[src/rtl/message_scroller_pkg.sv]
// message_scroller_pkg
//   Shared encodings and the wrap-around step helper for the message scroller.
//   mode_e : MODE_MANUAL (button steps) / MODE_AUTO (timer steps)
//   dir_e  : DIR_FWD (position +1) / DIR_BWD (position -1)
//   wrap_step(pos, dir, len) : next window position modulo len, valid for
//   any len >= 2 (no power-of-two assumption).

package message_scroller_pkg;

   typedef enum logic {
      MODE_MANUAL = 1'b0,
      MODE_AUTO   = 1'b1
   } mode_e;

   typedef enum logic {
      DIR_FWD = 1'b0,
      DIR_BWD = 1'b1
   } dir_e;

   function automatic int unsigned wrap_step(input int unsigned pos,
                                             input logic        dir,
                                             input int unsigned len);
      if (dir == DIR_BWD) begin
         return (pos == 0) ? len - 1 : pos - 1;
      end
      return (pos >= len - 1) ? 0 : pos + 1;
   endfunction

endpackage

[src/rtl/message_scroller_button.sv]
// button_debouncer
//   Two-flop synchroniser, stability counter and rising-edge pulse for a raw
//   push button.  The accepted level follows the synchronised level only after
//   it has disagreed for DEBOUNCE_CYCLES consecutive cycles; an accepted
//   0->1 change yields a single-cycle press pulse (registered).
//   Ports:
//     clk    : rising-edge clock
//     reset  : synchronous, active-low reset
//     button : raw asynchronous button level
//     press  : one-cycle pulse per accepted rising transition

module button_debouncer
   import message_scroller_pkg::*;
#(
   parameter int DEBOUNCE_CYCLES = 16
) (
   input  logic clk,
   input  logic reset,
   input  logic button,
   output logic press
);

   // The counter only ever needs to hold 0 .. DEBOUNCE_CYCLES-1: the cycle on
   // which it would reach DEBOUNCE_CYCLES is the acceptance cycle itself.
   localparam int CNT_W = (DEBOUNCE_CYCLES > 1) ? $clog2(DEBOUNCE_CYCLES) : 1;
   localparam logic [CNT_W-1:0] CNT_LAST = CNT_W'(DEBOUNCE_CYCLES - 1);

   logic             sync1;
   logic             sync2;
   logic             level;
   logic [CNT_W-1:0] cnt;

   always_ff @(posedge clk) begin
      if (!reset) begin
         sync1 <= 1'b0;
         sync2 <= 1'b0;
         level <= 1'b0;
         cnt   <= '0;
         press <= 1'b0;
      end else begin
         sync1 <= button;
         sync2 <= sync1;
         press <= 1'b0;
         if (sync2 == level) begin
            cnt <= '0;
         end else if (cnt == CNT_LAST) begin
            level <= sync2;
            cnt   <= '0;
            press <= sync2;
         end else begin
            cnt <= cnt + CNT_W'(1);
         end
      end
   end

endmodule

[src/rtl/message_scroller.sv]
// message_scroller
//   Latches a MSG_LEN-nibble message and shows a DIGITS-wide wrap-around
//   window onto it.  The window steps on debounced button presses (manual
//   mode) or every SCROLL_PERIOD cycles (auto mode, pausable by a press).
//   Ports:
//     clk     : rising-edge clock
//     reset   : synchronous, active-low reset
//     button  : raw push button
//     mode    : 0 manual, 1 auto
//     dir     : 0 forward, 1 backward
//     load    : one-cycle strobe capturing message (nibble 0 = MS nibble)
//     message : 4*MSG_LEN bit message
//     digits  : 4*DIGITS bit window, leftmost digit = MS nibble
//     pos     : nibble index shown on the leftmost digit
//     paused  : auto-scroll pause flag

module message_scroller
   import message_scroller_pkg::*;
#(
   parameter int DIGITS          = 4,
   parameter int MSG_LEN         = 16,
   parameter int DEBOUNCE_CYCLES = 16,
   parameter int SCROLL_PERIOD   = 25000000
) (
   input  logic                       clk,
   input  logic                       reset,
   input  logic                       button,
   input  logic                       mode,
   input  logic                       dir,
   input  logic                       load,
   input  logic [4*MSG_LEN-1:0]       message,
   output logic [4*DIGITS-1:0]        digits,
   output logic [$clog2(MSG_LEN)-1:0] pos,
   output logic                       paused
);

   localparam int POS_W  = $clog2(MSG_LEN);
   localparam int TICK_W = $clog2(SCROLL_PERIOD);
   localparam logic [TICK_W-1:0] TICK_LAST = TICK_W'(SCROLL_PERIOD - 1);
   // One extra bit so pos + i (at most 2*MSG_LEN-2) cannot overflow.
   localparam logic [POS_W:0]    LEN_EXT   = (POS_W + 1)'(MSG_LEN);

   logic [4*MSG_LEN-1:0] shadow;
   logic [TICK_W-1:0]    tick;
   logic                 press;
   logic                 tick_hit;
   logic                 step;
   logic [3:0]           nib [MSG_LEN];

   button_debouncer #(
      .DEBOUNCE_CYCLES (DEBOUNCE_CYCLES)
   ) u_button (
      .clk    (clk),
      .reset  (reset),
      .button (button),
      .press  (press)
   );

   assign tick_hit = (mode == MODE_AUTO) && !paused && (tick == TICK_LAST);
   assign step     = (mode == MODE_AUTO) ? tick_hit : press;

   always_ff @(posedge clk) begin
      if (!reset) begin
         shadow <= '0;
         pos    <= '0;
         tick   <= '0;
         paused <= 1'b0;
      end else begin
         if (load) begin
            shadow <= message;
            pos    <= '0;
         end else if (step) begin
            pos <= POS_W'(wrap_step(32'(pos), dir, MSG_LEN));
         end

         if (load || (mode == MODE_MANUAL) || tick_hit) begin
            tick <= '0;
         end else if (!paused) begin
            tick <= tick + TICK_W'(1);
         end

         // paused can only be set in auto mode, so clearing it on every
         // manual cycle is the same as clearing it on the auto->manual switch.
         if (mode == MODE_MANUAL) begin
            paused <= 1'b0;
         end else if (press) begin
            paused <= ~paused;
         end
      end
   end

   for (genvar k = 0; k < MSG_LEN; k++) begin : g_nib
      assign nib[k] = shadow[4*(MSG_LEN-1-k) +: 4];
   end

   for (genvar i = 0; i < DIGITS; i++) begin : g_win
      logic [POS_W:0]   sum;
      logic [POS_W-1:0] idx;
      assign sum = {1'b0, pos} + (POS_W + 1)'(i);
      assign idx = POS_W'((sum >= LEN_EXT) ? sum - LEN_EXT : sum);
      assign digits[4*(DIGITS-1-i) +: 4] = nib[idx];
   end

endmodule

[config.mk]
export PLATFORM = sky130hd
export DESIGN_NAME = message_scroller
export DESIGN_NICKNAME = d
export VERILOG_FILES = /design/src/rtl/message_scroller_pkg.sv /design/src/rtl/message_scroller_button.sv /design/src/rtl/message_scroller.sv
export SDC_FILE = /design/constraint.sdc
export NUM_CORES = 1
export LEC_CHECK = 0
export ABC_AREA = 1
export ABC_CLOCK_PERIOD_IN_PS = 4700
export CAP_MARGIN = 20
export CORE_UTILIZATION = 25
export DETAILED_ROUTE_END_ITERATION = 8
export PLACE_DENSITY = 0.49
export SLEW_MARGIN = 40
export SYNTH_ARGS = -nofsm -noshare
export SYNTH_HDL_FRONTEND = slang
export SYNTH_SLANG_ARGS = --single-unit
[constraint.sdc]
create_clock -name clk -period 4.7 [get_ports clk]
set_input_delay 1.41 -clock clk [delete_from_list [all_inputs] [get_ports clk]]
set_output_delay 1.41 -clock clk [all_outputs]
set_load 0.02 [all_outputs]
==> results.md <==
- WS Path Type: flip-flop to output port
- RSZ-0062 raised after global routing: false
- NetSw: 0.000571 W
- Worst Path Required: about 3.3 ns
- Total wire length: 20300 µm
- Via/cell ratio: 4.59
- Syn Nets: 1122
- Top-count cell post-synth: nand2_1
- Total track usage: 0.159
- Logic pwr share: 0.146
- Final hold violations: 0
- Die height: 161 µm
- Final HPWL from detailed placement: 15000 µm
- TritonCTS clock tree: yes
- Post-Synthesis Cells: ~1000
- Final core occ: 0.314
- Clk slew on worst S/H paths: 0.09 ns
- Clk buf depth: 2
- Synth Flop Type: dfxtp_1
- Pin count of the biggest net entering global routing: 69
- Clk pwr share: 0.384
- Worst-skew pair later-pin latency: 0.37 ns
- Hold path start: u_button.sync1$_SDFF_PN0_
- Post-synth top area share: 0.322
- DRC: 0
- Htree depth: 3
- Starting DRT DRC Count: 434
- Post-CTS Hold Buffers: 0
- CORE AREA: 24600 µm²
- WL per Instance: 14.2 µm
- Critical Path Start: pos[0]$_SDFFE_PP0P_
- Largest vdd supply drop: 0.145 mV
- Fin crit share: 0.942
- Fin cells: 1429
- Postcts setup bufs: 0
- Setup_tns: 0 ns
- Slew headroom: 0.503
- Hold Path Class: flip-flop to flip-flop
- Die area: 26000 µm²
- GPL Wtd Cong: 0.857
- Sequential share of power: 0.470
- Antenna violations before repair: 0
- Cell area after synthesis: 6340 µm²
- Crit path DAT: 3.02 ns
- RR Startpoint: pos[0]$_SDFFE_PP0P_
- CP Launch Type: flip-flop
- Max Fanout on Critical Path: 66
- Master of the slowest instance on the critical path: o21ai_0
- I/O pins: 91
- CP peak stage delay: around 0.67 ns
- DRT Pass-1 Iters: 5
- Net Sw Frac: 0.288
- # rows: 57
- CP Cell Sequence: inv_2, buf_4, o21ai_0, nand2_1, nand3_1, nand2_1, nand2_1, nand2_1, clkdlybuf4s50_1
- CTS buffer count: 9
- Number of flops mapped to enable cells by yosys: 0
- Synth-to-Final Area Change: 21.8%
- Clock sink total: 102
- Clock root cell: clkbuf_16
- PortBufs: 90
- Die span in x: 161 µm
- Leakage Power: 3.50 nW
- Power Internal: 0.00141 W
- Post-synth top cells: nand2_1 (303), nor2_1 (180), dfxtp_1 (102)
- Yosys Warn Count: 0
- Number of global-route vias before repair: 5938
- Resize count post-CTS: 0
- Max-slew violation count: 0
- Worst clock skew: 0.0134 ns
- GRT Residual Overflow: 0
- Slew @ Worst Pin: roughly 0.74 ns
- Yosys cell types: 34
- Endpoint class of the critical path: output port
- Max-cap violation count: 0
- Layout cells sized above 1: 0.0923
- Antenna Cells: 0
- Crit-path most repeated cell: nand2_1
- Nets: 1178
- First-pass GRT wire length: approximately 32000 µm
- Placed insts: 1413
- Synth Register Bits: 102
- Synth top area cells: dfxtp_1 (32%), nand2_1 (18%), nor2_1 (11%), o21ai_0 (8.0%), nand3_1 (7.2%)
- Vias: 6565
- Area leader, netlist: dfxtp_1
- Final setup violating endpoints: 0
- Seq/Total Area, Yosys: 0.322
- Ys async rst share: 0
- Initial Util: 0.258
- Post-route ant nets: 0
- F_max: 226 MHz
- Tmin final: 4.43 ns
- Mapped Avg Cell Area: around 6.1 µm²
- Outcome: complete, no violations
- Cell Pwr Density: approximately 260 nW/µm²
-- per-stage QoR --
| step | total power, W | hold WS (ns) | setup slack, ns | instance area [µm²] |
|---|---|---|---|---|
| after floorplan | 0.00110 | 0.390 | 1.04 | 6340 |
| after global placement | 0.00124 | 0.397 | 0.716 | 7430 |
| after detailed placement | 0.00124 | 0.401 | 0.690 | 7430 |
| after CTS | 0.00201 | 0.421 | 0.280 | 7720 |
| after global routing | 0.00208 | 0.440 | 0.0547 | 7720 |
| final | 0.00198 | 0.416 | 0.271 | 7720 |
-- per-layer routing --
layer	vias up	track usage	part of all wire
li1	3431	-	-
met1	2979	0.238	0.52
met2	141	0.235	0.42
met3	14	0.0257	0.046
met4	0	0.0390	0.013
met5	-	0	0
-- final timing paths --
path | end | slack [ns] | cells past startpoint
worst min register to register | u_button.sync2$_SDFF_PN0_ | 0.42 | 2
worst max register to register | pos[2]$_SDFFE_PP0P_ | 2.76 | 6
worst min-delay path | u_button.sync2$_SDFF_PN0_ | 0.42 | 2
worst max-delay path | digits[3] | 0.27 | 9
-- worst max-delay path, delay by kind of cell, from the launching register on --
family                 cells  cell delay (ns)
buffers and inverters      3             0.91
AO/OA/AOI/OAI              1             0.67
flip-flops                 1             0.62
AND/OR/NAND/NOR            5             0.42
-- cell usage in the layout (no fill, tap or decap), types with 4 or more instances in the layout --
cell type,count
buf_4,10
nor2_2,12
clkdlybuf4s50_1,88
or2_2,45
xnor2_1,4
clkbuf_16,9
nand3_1,91
ha_1,8
or2_1,16
dfxtp_1,101
nor3_1,11
o21ai_0,101
nand2_1,303
inv_2,6
nand4_1,5
a21oi_1,12
nor2_1,180
o21ai_1,28
inv_6,4
inv_1,45
-- final cells by class --
cell class	count	area (µm²)
Fill cell	2769	16900
Multi-Input combinational cell	832	3810
Sequential cell	102	2040
Timing Repair Buffer	100	966
Tap cell	324	405
Clock buffer	9	225
Inverter	55	210
Clock inverter	7	65.1
-- power by group through the flow --
stage	clock network (W)	registers (W)	logic [W]
final	0.000762	0.000931	0.000290
after global routing	0.000817	0.000937	0.000324
after CTS	0.000790	0.000931	0.000292
after detailed placement	0	0.000951	0.000290
after global placement	0	0.000951	0.000291
after floorplan	0	0.000940	0.000163
-- registers in the layout, summed over array words and instances (netlist names) --
register and cells:
nib 64, tick 25, pos 4, u_button.cnt 4
paused 1, u_button.level 1, u_button.press 1, u_button.sync1 1
u_button.sync2 1
-- logic make-up after synthesis --
family          count (synthesis)  synth area share
buf+inv                       110            0.0775
simple gates                  670             0.454
flops                         102             0.322
compound gates                145             0.116
fa+ha+maj                       8            0.0158
xor+xnor                        9            0.0148
Power figures use the tool's default switching activity.
